<file path="config.mk">
export PLATFORM = sky130hd
export DESIGN_NAME = nrf24_controller_tx
export DESIGN_NICKNAME = d
export VERILOG_FILES = /design/src/rtl/nrf24_controller_tx.sv
export SDC_FILE = /design/constraint.sdc
export NUM_CORES = 1
export LEC_CHECK = 0
export BUFFER_PORTS_ARGS = -buffer_cell sky130_fd_sc_hd__buf_2
export CORE_ASPECT_RATIO = 1.2
export CORE_MARGIN = 8
export CORE_UTILIZATION = 30
export CTS_CLUSTER_DIAMETER = 120
export DETAILED_ROUTE_END_ITERATION = 12
export PLACE_DENSITY_LB_ADDON = 0.25
export SKIP_LAST_GASP = 1
export SLEW_MARGIN = 30
export SYNTH_ARGS = -nofsm -noshare
export SYNTH_HDL_FRONTEND = slang
export SYNTH_SLANG_ARGS = --single-unit
</file>
<file path="constraint.sdc">
create_clock -name clk -period 5.2 [get_ports clk]
set_clock_uncertainty 0.2 [all_clocks]
set_input_delay 0.52 -clock clk [delete_from_list [all_inputs] [get_ports clk]]
set_output_delay 0.52 -clock clk [all_outputs]
set_load 0.01 [all_outputs]
</file>
<file path="src/rtl/nrf24_controller_tx.sv">
// nrf24_controller_tx: PTX-side controller for an nRF24L01 behind a byte-level
// SPI master. Boots and configures the radio, then per request loads a payload,
// pulses CE, waits for IRQ_n (or a timeout), reads/clears STATUS and reports.
//
// Optional feature macro: NRF24_TX_AUTOACK_EN
//   defined   -> EN_AA=0x01, SETUP_RETR=0x2F (auto-ack with retries, MAX_RT can fail)
//   undefined -> EN_AA=0x00, SETUP_RETR=0x00 (fire and forget, fail only on timeout)
//
// SPI handshake: spi_start pulses for one cycle with spi_tx/spi_hold_csn valid;
// spi_tx stays stable until the spi_done pulse; at least one idle cycle follows
// spi_done before the next spi_start. spi_hold_csn=0 marks the last byte of a command.
module nrf24_controller_tx #(
    parameter int BOOT_CYC        = 10_000_000,
    parameter int PWRUP_CYC       = 150_000,
    parameter int CE_PULSE_CYC    = 1_500,
    parameter int IRQ_TIMEOUT_CYC = 1_000_000,
    parameter int RF_CHANNEL      = 76,
    parameter int PAYLOAD_BYTES   = 1
) (
    input  logic       clk,
    input  logic       rst,
    output logic       spi_start,
    output logic [7:0] spi_tx,
    input  logic [7:0] spi_rx,
    input  logic       spi_done,
    output logic       spi_hold_csn,
    output logic       CE,
    input  logic       IRQ_n,
    input  logic       tx_req,
    input  logic [7:0] tx_data,
    output logic       ready,
    output logic       tx_done,
    output logic       tx_fail,
    output logic [7:0] last_status
);

`ifdef NRF24_TX_AUTOACK_EN
    localparam logic [7:0] EN_AA_VAL      = 8'h01;
    localparam logic [7:0] SETUP_RETR_VAL = 8'h2F;
`else
    localparam logic [7:0] EN_AA_VAL      = 8'h00;
    localparam logic [7:0] SETUP_RETR_VAL = 8'h00;
`endif

    localparam int MAX_A   = (BOOT_CYC > PWRUP_CYC) ? BOOT_CYC : PWRUP_CYC;
    localparam int MAX_B   = (CE_PULSE_CYC > IRQ_TIMEOUT_CYC) ? CE_PULSE_CYC : IRQ_TIMEOUT_CYC;
    localparam int CNT_MAX = (MAX_A > MAX_B) ? MAX_A : MAX_B;
    localparam int CW      = $clog2(CNT_MAX + 1);

    localparam logic [CW-1:0] CNT_TOP    = CW'(CNT_MAX);
    localparam logic [CW-1:0] BOOT_LAST  = CW'(BOOT_CYC - 1);
    localparam logic [CW-1:0] PWRUP_LAST = CW'(PWRUP_CYC - 1);
    localparam logic [CW-1:0] CE_LAST    = CW'(CE_PULSE_CYC - 1);
    localparam logic [CW-1:0] IRQ_LAST   = CW'(IRQ_TIMEOUT_CYC - 1);

    localparam logic [7:0] RF_CH_VAL = 8'(RF_CHANNEL & 127);
    localparam logic [7:0] PW_VAL    = 8'(PAYLOAD_BYTES);
    localparam logic [5:0] LOAD_LAST = 6'(PAYLOAD_BYTES);
    localparam logic [5:0] CFG_LAST  = 6'd14;

    typedef enum logic [3:0] {
        S_BOOT, S_CFG, S_PWRUP, S_IDLE, S_LOAD,
        S_CE, S_WAIT_IRQ, S_STATUS, S_FLUSH, S_REPORT
    } state_t;

    // Per-byte phase: GAP guarantees an idle cycle before every spi_start.
    typedef enum logic [1:0] {PH_GAP, PH_START, PH_WAIT} phase_t;

    state_t        state, state_nxt;
    phase_t        phase;
    logic [5:0]    idx;
    logic [CW-1:0] cnt;
    logic [7:0]    data_q;
    logic          irq_s1, irq_s2;

    logic          is_spi;
    logic [7:0]    cur_byte;
    logic          cur_hold;
    logic [5:0]    last_idx;
    logic          byte_done;
    logic          seq_end;

    // Configuration command stream: seven register writes then FLUSH_TX.
    function automatic logic [7:0] cfg_byte(input logic [5:0] i);
        case (i)
            6'd0:    cfg_byte = 8'h20;
            6'd1:    cfg_byte = 8'h0E;
            6'd2:    cfg_byte = 8'h21;
            6'd3:    cfg_byte = EN_AA_VAL;
            6'd4:    cfg_byte = 8'h24;
            6'd5:    cfg_byte = SETUP_RETR_VAL;
            6'd6:    cfg_byte = 8'h25;
            6'd7:    cfg_byte = RF_CH_VAL;
            6'd8:    cfg_byte = 8'h26;
            6'd9:    cfg_byte = 8'h06;
            6'd10:   cfg_byte = 8'h31;
            6'd11:   cfg_byte = PW_VAL;
            6'd12:   cfg_byte = 8'h27;
            6'd13:   cfg_byte = 8'h70;
            6'd14:   cfg_byte = 8'hE1;
            default: cfg_byte = 8'h00;
        endcase
    endfunction

    // Current SPI byte, its CSN-hold flag and the last byte index of the command.
    always_comb begin
        is_spi   = 1'b0;
        cur_byte = 8'h00;
        cur_hold = 1'b0;
        last_idx = 6'd0;
        case (state)
            S_CFG: begin
                is_spi   = 1'b1;
                last_idx = CFG_LAST;
                cur_byte = cfg_byte(idx);
                cur_hold = !idx[0] && (idx != CFG_LAST);
            end
            S_LOAD: begin
                is_spi   = 1'b1;
                last_idx = LOAD_LAST;
                cur_byte = (idx == 6'd0) ? 8'hA0 : ((idx == 6'd1) ? data_q : 8'h00);
                cur_hold = (idx != LOAD_LAST);
            end
            S_STATUS: begin
                is_spi   = 1'b1;
                last_idx = 6'd1;
                cur_byte = (idx == 6'd0) ? 8'h27 : 8'h70;
                cur_hold = (idx == 6'd0);
            end
            S_FLUSH: begin
                is_spi   = 1'b1;
                last_idx = 6'd0;
                cur_byte = 8'hE1;
                cur_hold = 1'b0;
            end
            default: ;
        endcase
        byte_done = is_spi && (phase == PH_WAIT) && spi_done;
        seq_end   = byte_done && (idx == last_idx);
    end

    // State register.
    always_ff @(posedge clk or posedge rst) begin
        if (rst) state <= S_BOOT;
        else     state <= state_nxt;
    end

    // Next-state logic.
    always_comb begin
        state_nxt = state;
        case (state)
            S_BOOT:     if (cnt >= BOOT_LAST) state_nxt = S_CFG;
            S_CFG:      if (seq_end) state_nxt = S_PWRUP;
            S_PWRUP:    if (cnt >= PWRUP_LAST) state_nxt = S_IDLE;
            S_IDLE:     if (tx_req) state_nxt = S_LOAD;
            S_LOAD:     if (seq_end) state_nxt = S_CE;
            S_CE:       if (cnt >= CE_LAST) state_nxt = S_WAIT_IRQ;
            S_WAIT_IRQ: if (!irq_s2 || (cnt >= IRQ_LAST)) state_nxt = S_STATUS;
            S_STATUS:   if (seq_end) state_nxt = last_status[5] ? S_REPORT : S_FLUSH;
            S_FLUSH:    if (seq_end) state_nxt = S_REPORT;
            S_REPORT:   state_nxt = S_IDLE;
            default:    state_nxt = S_BOOT;
        endcase
    end

    // Outputs decoded from state; CE falls with an async reset because it is pure state.
    always_comb begin
        spi_start    = is_spi && (phase == PH_START);
        spi_tx       = cur_byte;
        spi_hold_csn = cur_hold;
        CE           = (state == S_CE);
        ready        = (state == S_IDLE);
        tx_done      = (state == S_REPORT) && last_status[5];
        tx_fail      = (state == S_REPORT) && !last_status[5];
    end

    // Cycle counter and SPI byte sequencing; both restart on every state change.
    always_ff @(posedge clk or posedge rst) begin
        if (rst) begin
            cnt   <= '0;
            idx   <= 6'd0;
            phase <= PH_GAP;
        end else if (state_nxt != state) begin
            cnt   <= '0;
            idx   <= 6'd0;
            phase <= PH_GAP;
        end else begin
            if (cnt != CNT_TOP) cnt <= cnt + 1'b1;
            if (is_spi) begin
                case (phase)
                    PH_GAP:   phase <= PH_START;
                    PH_START: phase <= PH_WAIT;
                    default: if (spi_done) begin
                        phase <= PH_GAP;
                        idx   <= idx + 6'd1;
                    end
                endcase
            end
        end
    end

    // Payload capture on an accepted request; STATUS capture from the command byte.
    always_ff @(posedge clk or posedge rst) begin
        if (rst) begin
            data_q      <= 8'h00;
            last_status <= 8'h00;
        end else begin
            if (state == S_IDLE && tx_req) data_q <= tx_data;
            if (state == S_STATUS && byte_done && idx == 6'd0) last_status <= spi_rx;
        end
    end

    // Two-flop synchronizer for the asynchronous IRQ_n line (idle high).
    always_ff @(posedge clk or posedge rst) begin
        if (rst) begin
            irq_s1 <= 1'b1;
            irq_s2 <= 1'b1;
        end else begin
            irq_s1 <= IRQ_n;
            irq_s2 <= irq_s1;
        end
    end

endmodule
</file>
; Word level (Yosys, flattened, before mapping)
; Memories as Yosys holds them, arrays and structs flattened.
; Cells that the tools add are included.
[totals]
register_bits = 54
rom_bits = 128
inputBits = 21
out_inout_bits = 22
wordCells = 89
memories = 1
[memory_table]
columns = memory, words, word_bits, read_ports, rd_clocked_by_memory_dff, wr, line_no
row1 = (no name shown), 16, 8, 1, 0, 0, 85  ; case (i)
[op_classes]
addsub = 2
n_lt_le_gt_ge = 4
n_eq_ne = 18
mux = 29
n_reduce_logical = 27
[ops]
columns = cell, count
row1 = 2-to-1 mux 24 bit, 2
row2 = case mux 4 bit (10 select lines), 1
row3 = 2-to-1 mux 4 bit, 9
row4 = case mux 8 bit (4 select lines), 1
row5 = adder 24 x 1 -> 24 bit (second input constant), 1
row6 = >= comparator 24 x 11 -> 1 bit (second input constant), 1
row7 = >= comparator 24 x 18 -> 1 bit (second input constant), 1
row8 = >= comparator 24 x 20 -> 1 bit (second input constant), 1
row9 = >= comparator 24 bit (second input constant), 1
row10 = 2-to-1 mux 6 bit, 4
row11 = 2-to-1 mux 8 bit, 3
row12 = inequality test 24 bit (second input constant), 1
row13 = equality test 4 x 3 -> 1 bit (second input constant), 4
row14 = logical AND 1 bit, 10
row15 = equality test 4 x 2 -> 1 bit (second input constant), 2
row16 = equality test 4 bit (second input constant), 2
row17 = case mux 4 bit (2 select lines), 1
row18 = 2-to-1 mux 7 bit, 1
row19 = adder 6 x 1 -> 6 bit (second input constant), 1
row20 = equality test 6 x 1 -> 1 bit (second input constant), 1
row21 = equality test 6 bit, 1
row22 = zero test 6 bit, 1
row23 = 2-to-1 mux 2 bit, 3
row24 = inequality test 6 x 1 -> 1 bit (second input constant), 1
row25 = other kinds (19), 26

; Longest topological paths before layout
[depth]
word_depth = 11
ltp_mapped = 10
depth_no_buf = 8

; Least setup slack after synthesis
; Ideal clock, no wire load.
[synth_path]
path_kind = reg-to-reg
from = register state[3]
to = register cnt[0]
setup_time_ns = 0.129
t_arrival_ns = 2.311
t_required_ns = 4.871
path_slack_ns = 2.560
path_stages_with_launch = 11
n_path_buf = 3
period_less_slack_ns = 2.640
path_cell_list = dfrtp_1 buf_6 or4b_4 buf_6 o211ai_2 nand4b_2 or2_4 a211oi_2 a21o_4 buf_12 nor3_2
[synth_via]
elab_chain_len = 10
[synth_rtl]
columns = item, line_no
row1 = start: declaration, 69  ; state_t state, state_nxt;
row2 = start signal: assignment, 145  ; else state <= state_nxt;
row3 = branches (longest 8 deep; another with case mux 4 bit (10 select lines)), -
row4 = inequality test 4 bit *, 183  ; end else if (state_nxt != state) begin
row5 = 2-to-1 mux 24 bit / nonzero test 2 bit (equally long branches), -
row6 = end signal: assignment, 188  ; if (cnt != CNT_TOP) cnt <= cnt + 1'b1;
row7 = end: declaration, 72  ; logic [CW-1:0] cnt;
; Every way passes the cells marked *.
; A chain may end at the register's enable or synchronous reset.

; Worst setup path in the final report
[layout_path]
from = register state[1]
to = register phase[1]
[layout_via]
elab_chain_len = 11
[layout_rtl]
columns = item, line_no
row1 = branches (longest 11 deep; another with case mux 4 bit (10 select lines)), -
row2 = end signal: assignment, 182  ; phase <= PH_GAP;
row3 = end signal: assignment, 186  ; phase <= PH_GAP;
row4 = end signal: assignment, 191  ; PH_GAP: phase <= PH_START;
row5 = end: declaration, 70  ; phase_t phase;
; Several ways; the timed one is not identified.

==> flow_results.org <==
** Synth
- Number of instances in the synthesized netlist :: 363
- Fraction of registers with async set/reset :: 1.00
- Cell Area, Synth :: 3550 sq um
- Of the synthesized area, sequential elements account for 0.381.
- After synthesis, the mean cell area works out to 9.79 sq um.
- The number of nets in the synthesized netlist is 392.
- Yosys printed 0 warnings.
- The synthesized netlist contains 62 unique library cells.
- Yosys mapped a number of flops with a built-in enable equal to 0.
- Count of state elements after synthesis :: 54
- For this run, the leading register cell type out of synthesis is sky130_fd_sc_hd__dfrtp_1.

** Clocking
- Clock transition at the registers of the reported paths :: 70 ps
- After clock tree synthesis, the repair step resized 0 gates.
- Clock latency reported for the late side of the worst-skew pair :: 300 ps
- Number of CTS-inserted buffers :: 5
- TritonCTS built the clock tree.
- No sink is reached through more buffers than the 2 on the longest clock path.
- Number of H-tree levels :: 2
- Number of clock sinks seen by CTS :: 54
- Setup Buffers After CTS :: 0
- Clock tree synthesis selected as its root buffer the cell sky130_fd_sc_hd__clkbuf_16.
- CTS Hold Buffers Added :: 0

** Timing
- At the pin with the least slew margin, the transition time is 711 ps.
- Maximum frequency from static timing analysis :: 0.300 GHz
- The routed design could run at a clock period as short as 3340 ps.
- The count of pins over their slew limit was 0.
- In this run the tightest slew margin relative to its limit is 0.522.
- The hold violation count in the final report was 0.
- Final setup violation count :: 0
- In the finished design, the share of the clock period the worst path needs comes to 0.642.
- Unrepaired setup endpoints after global routing :: no
- Fin Setup TNS :: 0 ps

** Floorplan
- Core Box Area :: 11600 sq um
- The floorplan has 43 rows.
- Initial Utilization :: 0.307
- The floorplan step set the die width to 115 um.
- The floorplan step defined a die boundary enclosing 15600 sq um.
- Number of primary I/O pins :: 43
- Die Height :: 135 um

** Worst setup path
- On the worst path, the slowest cell contributes a delay of 710 ps.
- Tracing the worst setup path back leads to its startpoint at state[1].
- In this design, the critical path's most frequently occurring cell is sky130_fd_sc_hd__nor3_1.
- Startpoint of the worst register-to-register path :: state[1]
- Required @ worst endpoint :: 5160 ps
- The critical path is of the flop to flop type.
- Of all nets on the critical path, the largest fanout is 22.
- Highest-delay cell along the critical path :: sky130_fd_sc_hd__or4b_1
- Crit end category :: flop
- Nature of the critical path startpoint :: flop
- The critical path goes through or4b_1 -> o211ai_2 -> nand4b_2 -> nor3_1 -> nor3_1 -> o22ai_4 -> buf_4 -> o31ai_1.
- Worst path arrival time :: 3300 ps
- Buf/Inv on CP :: 1
- On the critical path the largest part of the delay comes from simple AND/OR/NAND/NOR gates.

** Final layout
- NumNets Final :: 425
- Proportion of layout cells with a drive suffix above 1 :: 0.290
- Layout area overhead :: 12.5%
- The layout has 1182 filler cells.
- 0 antenna diodes ended up in the layout.

** Power
- The worst-case IR drop observed on VDD is 0.000108 V.
- For this design the total switching power over the nets is 0.000168 W.
- Sw frac :: 0.213
- Share of power burned in combinational logic :: 0.022
- Register share of total power :: 0.536
- Summed over all cells, the static leakage comes to 1.93 nW.
- Total design power :: 0.000786 W
- PD cells :: 197 nW/um^2
- Part of the total power dissipated in the clock network :: 0.442
- The internal portion of the total power is 0.000619 W.

** Global routing
- Number of antenna violations at the first check in global routing :: 0
- The first global-routing pass estimated 14.0 mm of wire.
- Total Routing Usage GR :: 0.111
- Largest net degree at the start of global routing :: 55
- Vias in the first global route :: 2839
- Global routing finished with a remaining overflow of 0.

** Hold path
- In this run the most critical hold path is launched from IRQ_n.
- Class of the most critical hold timing path :: input pin to flop

** Routing
- The count of nets left with antenna violations once routing finished came out at 0.
- Average wire length per cell after detail routing :: 14.9 um
- Post-route DRC :: 0
- Number of DRC markers after the initial detailed-route iteration :: 211
- The first detailed-routing pass ran for 5 iterations.
- Wire length reported by the detailed router :: 8.27 mm
- After detailed routing, the number of vias per cell comes to 5.03.
- Vias after detailed routing :: 2788

** Status
- Run status :: finished clean

** Placed design
- Routability-driven placement finished with a final weighted congestion of 0.835.
- I/O Buffers :: 42
- Post-DP HPWL :: 5.95 mm

** Run
- Max-cap violations in this run came to 0.
## path summary, 6_finish.rpt
check | end | slack, ps | cells after the start
setup / recovery | phase[1] | 1860 | 8
hold / removal | irq_s1 | 120 | 1
setup reg to reg | phase[1] | 1860 | 8
hold reg to reg | irq_s2 | 160 | 0
max in group asynchronous | cnt[3] | 4140 | 3
min in group asynchronous | last_status[0] | 210 | 3
## layout by cell type (no fill, tap or decap), types with 2 or more instances in the layout
| master | n |
|---|---|
| sky130_fd_sc_hd__dfrtp_1 | 52 |
| sky130_fd_sc_hd__buf_2 | 42 |
| sky130_fd_sc_hd__nor2_1 | 32 |
| sky130_fd_sc_hd__nand2_1 | 30 |
| sky130_fd_sc_hd__nor3_2 | 30 |
| sky130_fd_sc_hd__mux2_2 | 16 |
| sky130_fd_sc_hd__xnor2_1 | 15 |
| sky130_fd_sc_hd__nand3_1 | 14 |
| sky130_fd_sc_hd__xor2_1 | 12 |
| sky130_fd_sc_hd__inv_1 | 11 |
| sky130_fd_sc_hd__o21ai_0 | 10 |
| sky130_fd_sc_hd__nor3_1 | 9 |
| sky130_fd_sc_hd__a21oi_1 | 9 |
| sky130_fd_sc_hd__ha_1 | 8 |
| sky130_fd_sc_hd__nand4_1 | 7 |
| sky130_fd_sc_hd__nand2b_1 | 7 |
| sky130_fd_sc_hd__mux2i_1 | 6 |
| sky130_fd_sc_hd__and3_1 | 5 |
| sky130_fd_sc_hd__clkbuf_16 | 5 |
| sky130_fd_sc_hd__or4_1 | 4 |
| sky130_fd_sc_hd__a211oi_1 | 4 |
| sky130_fd_sc_hd__o211ai_1 | 4 |
| sky130_fd_sc_hd__nor4_1 | 4 |
| sky130_fd_sc_hd__a211o_1 | 4 |
| sky130_fd_sc_hd__nand3b_1 | 3 |
| sky130_fd_sc_hd__or3_1 | 3 |
| sky130_fd_sc_hd__o31ai_1 | 3 |
| sky130_fd_sc_hd__nor3b_1 | 3 |
| sky130_fd_sc_hd__nor2b_1 | 3 |
| sky130_fd_sc_hd__o221ai_1 | 3 |
| sky130_fd_sc_hd__o211ai_2 | 2 |
| sky130_fd_sc_hd__a2111oi_0 | 2 |
| sky130_fd_sc_hd__a31oi_1 | 2 |
| sky130_fd_sc_hd__dfstp_2 | 2 |
| sky130_fd_sc_hd__buf_4 | 2 |
## registers in the layout, summed over array words and instances (netlist names)
| register | flops |
|---|---|
| phase | 2 |
| state | 4 |
| data_q | 8 |
| irq_s2 | 1 |
| cnt | 24 |
| irq_s1 | 1 |
| idx | 6 |
| last_status | 8 |
## cells in the mapped netlist, drive strengths merged (4+ instances only)
library cell / number / area (sq um)
inv: 12 / 45.0
buf: 11 / 111
nand2b: 7 / 43.8
nor2: 33 / 126
clkbuf: 7 / 26.3
nor3: 39 / 345
a211o: 4 / 35.0
xnor2: 15 / 131
dfrtp: 52 / 1300
nand3: 15 / 80.1
ha: 8 / 100
nand4: 7 / 43.8
a211oi: 5 / 42.5
nor4: 5 / 37.5
o211ai: 6 / 55.1
nand2: 30 / 113
xor2: 12 / 105
mux2: 16 / 180
or4: 4 / 30.0
mux2i: 6 / 60.1
and3: 5 / 31.3
a21oi: 9 / 45.0
o21ai: 11 / 55.1
## kinds of logic after synthesis
family,after synthesis,share of synthesized area
simple gates,167,0.291
mux,22,0.0676
fa+ha+maj,8,0.0282
compound gates,55,0.114
flops,54,0.381
xor+xnor,27,0.0666
buf+inv,30,0.0514
## metrics by stage
step / util / worst slack [ps] / cells / hold WS [ps] / area [sq um]
final: 0.345 / 1860 / 554 / 117 / 4000
after global routing: 0.345 / 1630 / 554 / 103 / 4000
after CTS: 0.345 / 1830 / 554 / 108 / 4000
after detailed placement: 0.332 / 1850 / 546 / 149 / 3840
after global placement: 0.332 / 1940 / 546 / 148 / 3840
after floorplan: - / 2560 / 363 / 145 / 3550
## per-layer routing
metal  vias to the layer above  GRT usage  wire, um  part of all wire
met5                         -          0         0                 0
met4                         0     0.0534       212             0.026
met3                        11     0.0263       364             0.044
met2                        55      0.187      4040              0.49
met1                      1347      0.129      3650              0.44
li1                       1375          -         -                 -
## power by group through the flow
stage | registers [W] | clock network, W | logic (W)
after global routing | 0.000421 | 0.000380 | 0.0000205
after detailed placement | 0.000430 | 0 | 0.0000188
after global placement | 0.000430 | 0 | 0.0000181
after floorplan | 0.000429 | 0 | 0.00000703
final | 0.000422 | 0.000347 | 0.0000175
after CTS | 0.000421 | 0.000366 | 0.0000188
## cell type report
type	count	area [sq um]	area share
Tap cell	157	196	0.0492
Inverter	12	45.0	0.0113
Timing Repair Buffer	44	225	0.0564
Sequential cell	54	1350	0.339
Clock inverter	2	12.5	0.00313
Clock buffer	6	139	0.0348
Multi-Input combinational cell	279	2020	0.507
Note: power is estimated with default switching activity, not from simulation.
